$ cat config.mk
export PLATFORM = sky130hd
export DESIGN_NAME = mod_updown_counter
export DESIGN_NICKNAME = d
export VERILOG_FILES = /design/src/rtl/counter_pkg.sv /design/src/rtl/mod_updown_counter_next.sv /design/src/rtl/mod_updown_counter.sv
export SDC_FILE = /design/constraint.sdc
export NUM_CORES = 1
export LEC_CHECK = 0
export ABC_AREA = 1
export ABC_CLOCK_PERIOD_IN_PS = 1100
export BUFFER_PORTS_ARGS = -buffer_cell sky130_fd_sc_hd__buf_2
export CAP_MARGIN = 15
export CORE_AREA = 2 2 39 41
export DETAILED_ROUTE_END_ITERATION = 6
export DIE_AREA = 0 0 41 43
export PLACE_DENSITY = 0.56
export SLEW_MARGIN = 20
export SYNTH_ARGS = -nofsm -noshare
export SYNTH_HDL_FRONTEND = slang
export SYNTH_SLANG_ARGS = --single-unit
$ cat constraint.sdc
create_clock -name clk -period 1.1 [get_ports clk]
set_input_delay 0.055 -clock clk [delete_from_list [all_inputs] [get_ports clk]]
set_output_delay 0.055 -clock clk [all_outputs]
set_load 0.02 [all_outputs]
$ cat src/rtl/counter_pkg.sv
// Purpose : shared constants and parameter helpers for the up/down counter family.
// Latency : n/a (package, no logic).
// Backpr. : n/a.
//
// Contents:
//   CNT_UP / CNT_DN     - direction encodings for the 'up' input
//   cnt_bound()         - highest legal count value for a given modulus
//   cnt_params_legal()  - legality rule for WIDTH / MODULUS / SATURATE,
//                         evaluated at elaboration by every counter top
package counter_pkg;

  localparam logic CNT_UP = 1'b1;
  localparam logic CNT_DN = 1'b0;

  // Upper bound of the count range 0..MODULUS-1.
  function automatic longint cnt_bound(input longint modulus);
    return modulus - 64'sd1;
  endfunction

  // WIDTH >= 2, 2 <= MODULUS <= 2^WIDTH, SATURATE is a single flag.
  // Width is capped so 2^WIDTH stays representable in the compare.
  function automatic bit cnt_params_legal(input int width,
                                          input longint modulus,
                                          input int saturate);
    bit ok;
    ok = 1'b1;
    if (width < 2 || width > 62) ok = 1'b0;
    else if (modulus < 2) ok = 1'b0;
    else if (modulus > (64'sd1 <<< width)) ok = 1'b0;
    if (saturate != 0 && saturate != 1) ok = 1'b0;
    return ok;
  endfunction

endpackage

$ cat src/rtl/mod_updown_counter_next.sv
// Purpose : next-state logic of the up/down counter (load, count, wrap/saturate).
// Latency : purely combinational, zero cycles.
// Backpr. : none; 'en' is the only throttle and simply freezes the count.
//
// Ports:
//   q          in   current count (always within 0..MODULUS-1)
//   up         in   direction, CNT_UP / CNT_DN
//   en         in   count enable
//   load       in   parallel load strobe, wins over en
//   din        in   load value, clamped to MODULUS-1
//   q_next     out  value for the q register
//   wrap_next  out  value for the wrap register
import counter_pkg::*;

module counter_next #(
  parameter int WIDTH    = 4,
  parameter int MODULUS  = 16,
  parameter bit SATURATE = 1'b0
) (
  input  logic [WIDTH-1:0] q,
  input  logic             up,
  input  logic             en,
  input  logic             load,
  input  logic [WIDTH-1:0] din,
  output logic [WIDTH-1:0] q_next,
  output logic             wrap_next
);

  localparam logic [WIDTH-1:0] QMAX = WIDTH'(cnt_bound(MODULUS));
  localparam logic [WIDTH-1:0] ONE  = WIDTH'(1);

  // din is compared against MODULUS-1 rather than MODULUS so the compare
  // stays inside WIDTH bits even when MODULUS = 2^WIDTH.
  logic din_over;
  assign din_over = (din > QMAX);

  logic at_top;
  logic at_bot;
  assign at_top = (q == QMAX);
  assign at_bot = (q == '0);

  always_comb begin
    q_next    = q;
    wrap_next = 1'b0;
    if (load) begin
      q_next = din_over ? QMAX : din;
    end else if (en) begin
      if (up == CNT_UP) begin
        if (!at_top) begin
          q_next = q + ONE;
        end else if (!SATURATE) begin
          // Explicit compare even for a full binary range, so the wrap
          // flag comes from the same path for every modulus.
          q_next    = '0;
          wrap_next = 1'b1;
        end
      end else begin
        if (!at_bot) begin
          q_next = q - ONE;
        end else if (!SATURATE) begin
          q_next    = QMAX;
          wrap_next = 1'b1;
        end
      end
    end
  end

endmodule

$ cat src/rtl/mod_updown_counter.sv
// Purpose : parametrised synchronous up/down counter with load, wrap/saturate, tc and wrap flags.
// Latency : q and wrap update one clock after the sampling edge; tc is combinational.
// Backpr. : none; en=0 holds the count, tc may drive the en of a cascaded stage.
//
// Ports:
//   clk    in   rising-edge clock
//   reset  in   synchronous active-low reset (q <- 0, wrap <- 0)
//   en     in   count enable
//   up     in   direction, 1 = increment, 0 = decrement
//   load   in   parallel load strobe (priority over en)
//   din    in   load value, clamped to MODULUS-1
//   q      out  current count
//   tc     out  terminal count: the next enabled edge reaches/passes a bound
//   wrap   out  one-cycle pulse while q shows a wrapped value
import counter_pkg::*;

module mod_updown_counter #(
  parameter int WIDTH    = 4,
  parameter int MODULUS  = 16,
  parameter bit SATURATE = 1'b0
) (
  input  logic             clk,
  input  logic             reset,
  input  logic             en,
  input  logic             up,
  input  logic             load,
  input  logic [WIDTH-1:0] din,
  output logic [WIDTH-1:0] q,
  output logic             tc,
  output logic             wrap
);

  if (!cnt_params_legal(WIDTH, MODULUS, int'(SATURATE))) begin : g_bad_params
    $error("mod_updown_counter: illegal WIDTH/MODULUS/SATURATE combination");
  end

  localparam logic [WIDTH-1:0] QMAX = WIDTH'(cnt_bound(MODULUS));

  logic [WIDTH-1:0] q_next;
  logic             wrap_next;

  counter_next #(
    .WIDTH    (WIDTH),
    .MODULUS  (MODULUS),
    .SATURATE (SATURATE)
  ) u_next (
    .q         (q),
    .up        (up),
    .en        (en),
    .load      (load),
    .din       (din),
    .q_next    (q_next),
    .wrap_next (wrap_next)
  );

  always_ff @(posedge clk) begin
    if (!reset) begin
      q    <= '0;
      wrap <= 1'b0;
    end else begin
      q    <= q_next;
      wrap <= wrap_next;
    end
  end

  // tc deliberately ignores load and reset: a cascaded stage only needs to
  // know that this stage is enabled and sitting on the bound it moves toward.
  assign tc = en & (((up == CNT_UP) & (q == QMAX)) |
                    ((up == CNT_DN) & (q == '0)));

endmodule

# [Yosys cells after proc, flatten, opt, wreduce, memory -nomap -nowiden]
# Index checks and enable logic that the tools add are counted.
[word_totals] input_bits=9 out_inout_bits=6 register_bits=5 wordCells=25
[classes] mux=9 n_reduce_logical=3 add_sub_neg=2 n_lt_le_gt_ge=1 eq_ne=1 n_bitwise=7
[op_table] op="$mux 4" n=6
[op_table] op="$add 4x1->4 const B" n=1
[op_table] op="$eq 4x4->1 const B" n=1
[op_table] op="$gt 4x4->1 const B" n=1
[op_table] op="$logic_not 4->1" n=1
[op_table] op="$sub 4x1->4 const B" n=1
[op_table] op="$and 1x1->1" n=3
[op_table] op="$mux 1" n=3
[op_table] op="$not 1->1" n=3
[op_table] op="$reduce_or 3->1" n=1
[op_table] op="$reduce_bool 2->1" n=1
[op_table] op="$or 1x1->1" n=1

# [Depth between registers and ports, before layout]
# Gate-level depths: netlist (run 1).
[depth] word_depth=5 depth_mapped=8 depth_no_buf=8

# [By module]
# Synthesis (run 1) repeated with hierarchy kept, for this count alone.
[unflattened] hier_cells=71 hier_area_um2=422.9
[by_module_without_submodules] mod="counter_next" seq_area_each_um2=0.0 area_each_um2=241.5 cells_each=45 instances=1
[by_module_without_submodules] mod="mod_updown_counter" seq_area_each_um2=100.1 area_each_um2=181.4 cells_each=26 instances=1

# [Least setup slack after synthesis (run 1)]
# OpenSTA, ideal clock, no wires.
[synth_timing] path_kind="reg2out" from="reg q[1]" to="out tc" n_path_buf=0 path_stages_with_launch=6 arrival_time_ns=1.317 t_required_ns=1.045 slack_ns=-0.272 cell_sequence="dfxtp_1 > ha_1 > nand3_1 > nor2_1 > a21oi_1 > nor2_1"
[synth_between] elab_chain_cells=4 elab_cells_between_ends=6 cone_classes="eq/ne: 1; bitwise: 4; reduce/logical: 1"
[synth_rtl] element="from (decl)" line_no="mod_updown_counter.sv:28" rtl="output logic [WIDTH-1:0] q,"
[synth_rtl] element="from (signal assigned)" line_no="mod_updown_counter.sv:61" rtl="q <= q_next;"
[synth_rtl] element="$eq 4x4->1 / $logic_not 4->1 (equally long branches)" line_no="mod_updown_counter.sv:68, mod_updown_counter.sv:69"
[synth_rtl] element="$and 1x1->1, on equally long branches" line_no="mod_updown_counter.sv:68, mod_updown_counter.sv:69"
[synth_rtl] element="$or 1x1->1 *" line_no="mod_updown_counter.sv:68" rtl="assign tc = en & (((up == CNT_UP) & (q == QMAX)) |"
[synth_rtl] element="$and 1x1->1 *" line_no="mod_updown_counter.sv:68"
[synth_rtl] element="to (decl)" line_no="mod_updown_counter.sv:29" rtl="output logic tc,"
# Mark *: on every way between the ends. The rest lies on a longest branch, timed or not.

# [Worst setup path after layout (run 1)]
# Ends and elaborated chain as after synthesis.

==> flow_summary.yaml, run 1 <==
outcome:
  status: "complete, but fails checks"
  violations: "negative setup slack"
sta:
  fin_crit_ns: 1.34
  grt_setup_unrepaired: "yes"
  tightest_slew_ns: 0.264
  fmax_mhz: 747
  hold_viol: 0
  relSlewSlack_pct: 82.3
  clock_skew_ns: 0.00152
  timing.final.crit_share_pct: 122
  setup_viol: 5
  fin_ws_ns: -0.239
  finalMaxSlewViolations: 0
cts:
  cts-hold-fix-buffers: 0
  ctsHtreeMaxLevel: 1
  cts_root_buf: "clkbuf_4"
  cts.clk_slew.worst_paths_ns: 0.04
  clk_path_buf_depth: 2
  insertion_delay_ns: 0.24
  cts_tree: "yes"
  cts_made_buffers: 3
  cts.sinks: 5
die:
  die_h_um: 43
  initial_utilization_pct: 27.2
  die_area_um2: 1760
  core_um2: 1380
  rows: 14
  die_w_um: 41
  io_pins: 15
power:
  p_total_w: 0.000651
  swShare_pct: 32.1
  power_switching_w: 0.000209
  combinationalPowerShare_pct: 34.2
  p_clk_share_pct: 32.4
  power_frac_seq_pct: 33.4
  p_leak_nw: 0.297
  ir_drop_uv: 420
  p_int_w: 0.000442
  power.density_nw_per_um2: 1040
hold_path:
  hp-class: "in2reg"
grt:
  grt_overflow: 0
  grt_pass1_wl_um: 1410
  grt_util_all_layers_pct: 11.7
  grt_max_degree: 8
  antenna_found_initial: 0
  grt_pass1_vias: 394
route:
  dr.pass1.iters: 3
  drt_iter0_drc: 11
  drc: 0
  drtAntennaViolNets: 0
  vias: 462
  viasPerCell: 4.67
  wl_um: 982
  wl_per_cell_um: 9.92
logic_synthesis:
  ys_seq_elements: 5
  synth_cell_types: 17
  syn_nets: 67
  yosysWarnings: 0
  synth-seq-area-share_pct: 26.6
  syn_area_per_cell_um2: 6.73
  synth_cells: 56
  post_synth_instance_area_um2: 377
critical_path:
  required_ns: 1.04
  critPathKind: "reg2out"
  crit_path_max_fanout: 3
  critPathCaptureType: "primary output"
  setup.worst_path.start_class: "flop"
  cp.arrival_ns: 1.28
placement:
  portBuffers: 14
  dp_hpwl_um: 757
  place_congestion: 0.696
final_layout:
  final_util_pct: 45.0
  areaGrowthSynthToFinish_pct: 65.4
  fillers: 148
  nets: 95
  drive_above_1_share_pct: 51.8
  diodes: 0
flow_run:
  maxCapViolCount: 0
-- area by class of cell --
class	instances	area (µm²)	area share [%]
Sequential cell	5	110	17.7
Inverter	9	36.3	5.82
Tap cell	16	20.0	3.21
Multi-Input combinational cell	41	277	44.4
Timing Repair Buffer	24	154	24.7
Clock buffer	4	26.3	4.22
-- registers in the layout, indices dropped and copies added (netlist names) --
| name | count |
|---|---|
| wrap | 1 |
| q | 4 |
-- timing repair --
action                                 CTS  global route
endpoints found under the hold margin    0             0
gates resized for setup                  7             5
setup endpoints to repair                5             6
pin swaps                                4             2
buffers inserted                         2             1
-- worst max-delay path: stages (launching register included) --
cell and delay (ns):
dfxtp_4 0.35, inv_2 0.06, ha_4 0.13, inv_2 0.05, nor3_4 0.13, a21oi_2 0.09, nor2_2 0.10, buf_6 0.12
-- power by group through the flow --
stage,Clock (W),Combinational [W],Sequential [W]
6_report,0.000211,0.000222,0.000217
5_1_grt,0.000230,0.000243,0.000220
4_1_cts,0.000219,0.000221,0.000215
3_5_place_dp,0,0.000196,0.000216
3_3_place_gp,0,0.000195,0.000215
2_1_floorplan,0,0.000107,0.000228
-- through the flow --
stage	setup slack [ns]	setup TNS, ns	area (µm²)	cells	hold WS (ns)
floorplan	-0.0445	-0.121	402	56	0.126
global placement	-0.112	-0.369	533	92	0.319
detailed placement	-0.105	-0.339	533	92	0.319
CTS	-0.295	-0.841	593	98	0.0622
global route	-0.299	-1.08	623	99	0.0676
finish	-0.239	-0.674	623	99	0.0759
-- placed cells by master, fill, tap and decap left out, drive strengths merged --
cell / instances
buf: 24
nand2: 13
inv: 9
a21oi: 6
nand3: 5
nor2: 5
dfxtp: 5
clkbuf: 4
a22oi: 3
ha: 2
nor3: 1
o21ai: 1
xor2: 1
xnor2: 1
a31oi: 1
nand4: 1
nor4: 1
-- cell usage after synthesis --
| library cell | count | area share (%) |
|---|---|---|
| a21oi_1 | 5 | 6.6 |
| a22oi_1 | 3 | 6.0 |
| a31oi_1 | 1 | 1.7 |
| nor3_2 | 1 | 2.7 |
| nand4_1 | 1 | 1.7 |
| ha_1 | 2 | 6.6 |
| nand3_1 | 5 | 6.6 |
| xor2_1 | 1 | 2.3 |
| a21oi_2 | 1 | 2.3 |
| nand2_1 | 13 | 13 |
| dfxtp_1 | 5 | 27 |
| inv_1 | 9 | 9.0 |
| buf_6 | 1 | 3.0 |
| nor4_2 | 1 | 3.3 |
| o21ai_0 | 1 | 1.3 |
| nor2_1 | 5 | 5.0 |
| xnor2_1 | 1 | 2.3 |
-- logic make-up (layout without fill, tap and decap cells) --
logic type	after synthesis	in the layout	synth area share [%]
compound gates	11	11	17.9
simple gates	26	26	32.2
xor+xnor	2	2	4.65
buf+inv	10	37	12.0
flops	5	5	26.6
fa+ha+maj	2	2	6.64
-- final timing paths --
kind	startpoint	to	slack [ns]	depth (start not counted)
hold reg to reg	q[3]	q[3]	0.65	2
setup reg to reg	q[1]	wrap	-0.18	8
setup / recovery	q[1]	tc	-0.24	7
hold / removal	load	wrap	0.08	2
-- per-layer routing --
layer  routed length, µm  vias up  share of wire (%)  global-route usage [%]
met5                   0        -                  0                       0
met4                   0        0                  0                    2.00
met3                  40        0                4.1                    6.28
met2                 510        9                 52                    19.7
met1                 431      214                 44                    12.5
li1                    -      239                  -                       -
(Power assumes the default switching activity.)
==> run 2, diff against run 1 <==
CELL_PAD_IN_SITES_DETAIL_PLACEMENT = 0   (was not set)
CELL_PAD_IN_SITES_GLOBAL_PLACEMENT = 1   (was not set)
CORE_AREA = not set   (was 2 2 39 41)
CORE_UTILIZATION = 26   (was not set)
DIE_AREA = not set   (was 0 0 41 43)
PLACE_DENSITY = 0.71   (was 0.56)
==> flow_summary.yaml, run 2 (synthesized netlist as in run 1, its figures left out) <==
outcome:
  status: "complete, but fails checks"
  violations: "negative setup slack"
final_layout:
  diodes: 0
  regArea_um2: 113
  stdcell_area_um2: 702
  areaGrowthSynthToFinish_pct: 86.4
  layout_common_cells: "nand2_1, buf_2, buf_4, inv_1, a21oi_2"
  drive_above_1_share_pct: 60.9
  nets: 99
  multi_input_area_um2: 314
  largest-register: "q"
  largest_registers: "q: 4 flops, wrap: 1 flops"
  largest_reg_flops: 4
  fillers: 141
cts:
  insertion_delay_ns: 0.24
  cts-hold-fix-buffers: 0
  cts.sinks: 5
  cts_root_buf: "clkbuf_4"
  cts.clk_slew.worst_paths_ns: 0.05
  cts_tree: "yes"
  ctsHtreeMaxLevel: 1
  cts_made_buffers: 3
  clk_path_buf_depth: 2
hold_path:
  hold_path_depth: 2
  holdPathEnd: "wrap"
  hp-class: "in2reg"
  hold_start: "load"
grt:
  use_met3_pct: 3.33
  gr-usage-met1_pct: 20.6
  grt_max_degree: 8
  met2_usage_pct: 23.0
  grt_overflow: 0
  antenna_found_initial: 0
  grt_pass1_wl_um: 1570
  grt_util_all_layers_pct: 15.1
  grt_pass1_vias: 374
  busiest_layer: "met2"
die:
  core_um2: 1320
  die_w_um: 40.1
  die_area_um2: 1600
  initial_utilization_pct: 28.6
  die_h_um: 40.1
  io_pins: 15
  rows: 13
route:
  dr.pass1.iters: 3
  wl_per_cell_um: 11.1
  wl_um: 1130
  viasPerCell: 4.73
  drt_iter0_drc: 11
  drc: 0
  drtAntennaViolNets: 0
  vias: 482
critical_path:
  crit_path_max_fanout: 3
  rr_endpoint: "q[3]"
  required_ns: 1.04
  rrSetupSlack_ns: -0.19
  reg2reg_from: "q[0]"
  worst_path_max_delay_cell: "dfxtp_4"
  setup.worst_path.start_class: "flop"
  max_stage_delay_ns: 0.37
  path_common_cell: "nor2_2"
  critPathCaptureType: "primary output"
  critPathKind: "reg2out"
  cp_cell_sequence: "ha_4 -> nand3_4 -> nor2_2 -> a21oi_2 -> nor2_2 -> buf_6"
  cp.arrival_ns: 1.31
  rr_worst_depth: 10
power:
  power_switching_w: 0.000239
  p_int_w: 0.000477
  p_leak_nw: 0.329
  combinationalPowerShare_pct: 38.6
  power.density_nw_per_um2: 1020
  swShare_pct: 33.4
  p_clk_share_pct: 30.8
  ir_drop_uv: 537
  power_frac_seq_pct: 30.7
sta:
  tns_ns: -0.856
  grt_setup_unrepaired: "yes"
  fin_crit_ns: 1.37
  finalMaxSlewViolations: 0
  hold_viol: 0
  tightest_slew_ns: 0.317
  setup_viol: 5
  relSlewSlack_pct: 78.8
  fin_ws_ns: -0.268
  timing.final.crit_share_pct: 124
  fmax_mhz: 731
  clock_skew_ns: 0.00529
placement:
  place_ws_ns: -0.113
  portBuffers: 14
  dp_hpwl_um: 756
  placed_area_um2: 532
  place_congestion: 0.686
flow_run:
  maxCapViolCount: 0
run 2: how the worst max path moves through the flow:
stage          start  endpoint  slack, ns
2_1_floorplan   q[0]      q[0]      -0.04
3_3_place_gp    q[0]      q[0]      -0.11
3_5_place_dp    q[0]      q[2]      -0.11
4_1_cts         q[1]        tc      -0.30
5_1_grt         q[0]        tc      -0.34
6_report        q[1]        tc      -0.27
run 2: final cells by class:
class                      count  area share [%]
multi-input combinational     41            44.7
timing repair buffer          28            26.9
tap                           15            2.67
sequential                     5            16.0
inverter                       9            5.88
clock buffer                   4            3.74
run 2: routing by layer:
metal,vias to the layer above,routed length [µm]
met1,225,515
met2,8,602
met3,0,14
met5,-,0
li1,249,-
met4,0,0
run 2: critical path: cells and delay by family, from the launching register on:
family | cells | cell delay (ns)
compound gates | 1 | 0.06
fa+ha+maj | 1 | 0.16
buf+inv | 1 | 0.12
flops | 1 | 0.37
simple gates | 3 | 0.36
run 2: metrics by stage:
stage / total power [W] / utilization (%) / instances / hold WS [ns]
final: 0.000717 / 53.3 / 102 / 0.0716
after global placement: 0.000411 / 40.4 / 91 / 0.317
after floorplan: 0.000334 / - / 56 / 0.126
after detailed placement: 0.000410 / 40.4 / 91 / 0.322
after CTS: 0.000668 / 46.1 / 99 / 0.0657
after global routing: 0.000763 / 53.3 / 102 / 0.0715
run 2: repair_timing:
action / CTS / global route
buffers inserted: 4 / 4
setup endpoints to repair: 5 / 6
endpoints found under the hold margin: 0 / 0
resized for setup: 7 / 17
pin swaps: 4 / 14
run 2: power groups by stage:
stage	sequential, W	clock, W	combinational, W
2_1_floorplan	0.000228	0	0.000107
3_3_place_gp	0.000214	0	0.000197
3_5_place_dp	0.000214	0	0.000196
4_1_cts	0.000213	0.000225	0.000230
5_1_grt	0.000223	0.000240	0.000300
6_report	0.000220	0.000220	0.000276
==> run 3, diff against run 2 <==
ABC_CLOCK_PERIOD_IN_PS = 1350   (was 1100)
CORE_UTILIZATION = 29   (was 26)
PLACE_DENSITY = 0.75   (was 0.71)
clock period = 1.35 ns   (was 1.1 ns; I/O delays follow)
==> flow_summary.yaml, run 3 (synthesized netlist as in run 1, its figures left out) <==
power:
  combinationalPowerShare_pct: 34.3
  power.density_nw_per_um2: 871
  p_int_w: 0.000356
  ir_drop_uv: 501
  swShare_pct: 33.6
  power_frac_seq_pct: 32.6
  p_leak_nw: 0.286
  power_switching_w: 0.000180
  p_clk_share_pct: 33.1
final_layout:
  largest-register: "q"
  diodes: 0
  final_cells: 95
  final_util_pct: 53.2
  nets: 93
  areaGrowthSynthToFinish_pct: 63.5
  largest_registers: "q: 4 flops, wrap: 1 flops"
  layout_common_cells: "nand2_1, buf_2, buf_4, inv_1"
  largest_reg_flops: 4
  fillers: 120
  drive_above_1_share_pct: 48.1
critical_path:
  path_buf_inv: 1
  cp.arrival_ns: 1.30
  worst_path_max_delay_cell: "dfxtp_4"
  critPathKind: "reg2out"
  max_stage_delay_ns: 0.38
  crit_path_max_fanout: 4
  reg2reg_from: "q[0]"
  setup.worst_path.start_class: "flop"
  required_ns: 1.28
  path_delay_family: "flip-flops"
  cp_cell_sequence: "ha_4 -> nand3_4 -> nor2_4 -> a21oi_2 -> nor2_2 -> buf_6"
  rrSetupSlack_ns: 0.08
  rr_worst_depth: 7
  critPathCaptureType: "primary output"
  rr_endpoint: "wrap"
sta:
  relSlewSlack_pct: 80.3
  clock_skew_ns: 0.00169
  setup_viol: 1
  grt_setup_unrepaired: "yes"
  tightest_slew_ns: 0.294
  fmax_mhz: 732
  fin_ws_ns: -0.0170
  tns_ns: -0.0170
  timing.final.crit_share_pct: 101
  hold_viol: 0
  finalMaxSlewViolations: 0
  fin_crit_ns: 1.37
cts:
  ctsHtreeMaxLevel: 1
  cts_tree: "yes"
  cts_made_buffers: 3
  insertion_delay_ns: 0.25
  clk_path_buf_depth: 2
  cts.clk_slew.worst_paths_ns: 0.04
  cts_root_buf: "clkbuf_4"
  cts.sinks: 5
die:
  core_um2: 1160
  initial_utilization_pct: 32.6
  rows: 12
  die_w_um: 38.0
  die_h_um: 38.0
  die_area_um2: 1450
  io_pins: 15
hold_path:
  holdPathEnd: "wrap"
  hold_start: "load"
  hold_path_depth: 2
  hp-class: "in2reg"
grt:
  grt_pass1_vias: 423
  grt_overflow: 0
  grt_pass1_wl_um: 1680
  antenna_found_initial: 0
  grt_util_all_layers_pct: 17.0
  grt_max_degree: 8
placement:
  dp.cells: 88
  place_congestion: 0.757
  portBuffers: 14
  dp_hpwl_um: 787
route:
  drt_iter0_drc: 4
  wl_um: 1090
  drtAntennaViolNets: 0
  viasPerCell: 4.87
  wl_per_cell_um: 11.4
  drc: 0
  vias: 463
  dr.pass1.iters: 4
outcome:
  status: "complete, but fails checks"
  violations: "negative setup slack"
flow_run:
  maxCapViolCount: 0
[run 3: changes by cell type in the layout (fill, tap and decap cells not counted), moves of 2 or more]
cell | previous run | this run
buf_4 | 12 | 8
a21oi_2 | 5 | 2
dfxtp_1 | 1 | 3
buf_6 | 3 | 1
a21oi_1 | 1 | 4
[run 3: stage by stage]
stage | power (W) | setup WS (ns) | hold WS (ns) | area (µm²)
after floorplan | 0.000266 | 0.0472 | 0.139 | 380
after global placement | 0.000321 | 0.111 | 0.340 | 494
after detailed placement | 0.000320 | 0.0872 | 0.340 | 494
after CTS | 0.000527 | -0.0697 | 0.0709 | 568
after global routing | 0.000573 | -0.0915 | 0.0857 | 616
final | 0.000536 | -0.0170 | 0.0801 | 616
[run 3: worst register-to-register path: cells and delay by family (launching register included)]
kind | cells | cell delay (ns)
flip-flops | 1 | 0.38
AND/OR/NAND/NOR | 3 | 0.34
buffers and inverters | 2 | 0.26
adder cells (fa/ha/maj) | 1 | 0.16
AO/OA/AOI/OAI | 1 | 0.05
[run 3: routing by layer]
metal  wire length [µm]  share of wire (%)  vias to the layer above  GRT usage [%]
met1                476                 44                      219           18.9
met4                  0                  0                        0           5.36
met5                  0                  0                        -              0
met3                 28                2.6                        0           5.23
met2                580                 53                       10           30.1
li1                   -                  -                      234              -
[run 3: what timing repair did]
action | in CTS | in global routing
endpoints found under the setup margin | 1 | 1
gates resized for setup | 11 | 9
hold buffers | 0 | 0
pin swaps | 4 | 4
buffers inserted | 2 | 1
gates cloned | 0 | 0
[run 3: final cells by class]
| type | instances | area (µm²) | area share (%) |
|---|---|---|---|
| clock buffers | 4 | 26.3 | 4.27 |
| inverters | 9 | 38.8 | 6.30 |
| multi-input cells | 41 | 289 | 47.0 |
| flip-flops and latches | 5 | 108 | 17.5 |
| well taps | 14 | 17.5 | 2.85 |
| repair buffers | 22 | 136 | 22.2 |
[run 3: worst max-delay path by stage]
stage          from  end  slack, ns  cells after the start
2_1_floorplan  q[1]   tc       0.05                      5
3_3_place_gp   q[0]   tc       0.11                      7
3_5_place_dp   q[0]   tc       0.09                      7
4_1_cts        q[0]   tc      -0.07                      6
5_1_grt        q[0]   tc      -0.09                      7
6_report       q[0]   tc      -0.02                      6
[run 3: power by group through the flow]
stage | registers, W | logic [W] | clock network (W)
after floorplan | 0.000185 | 0.0000806 | 0
final | 0.000175 | 0.000184 | 0.000177
after global placement | 0.000171 | 0.000150 | 0
after CTS | 0.000171 | 0.000175 | 0.000181
after detailed placement | 0.000171 | 0.000149 | 0
after global routing | 0.000176 | 0.000204 | 0.000192
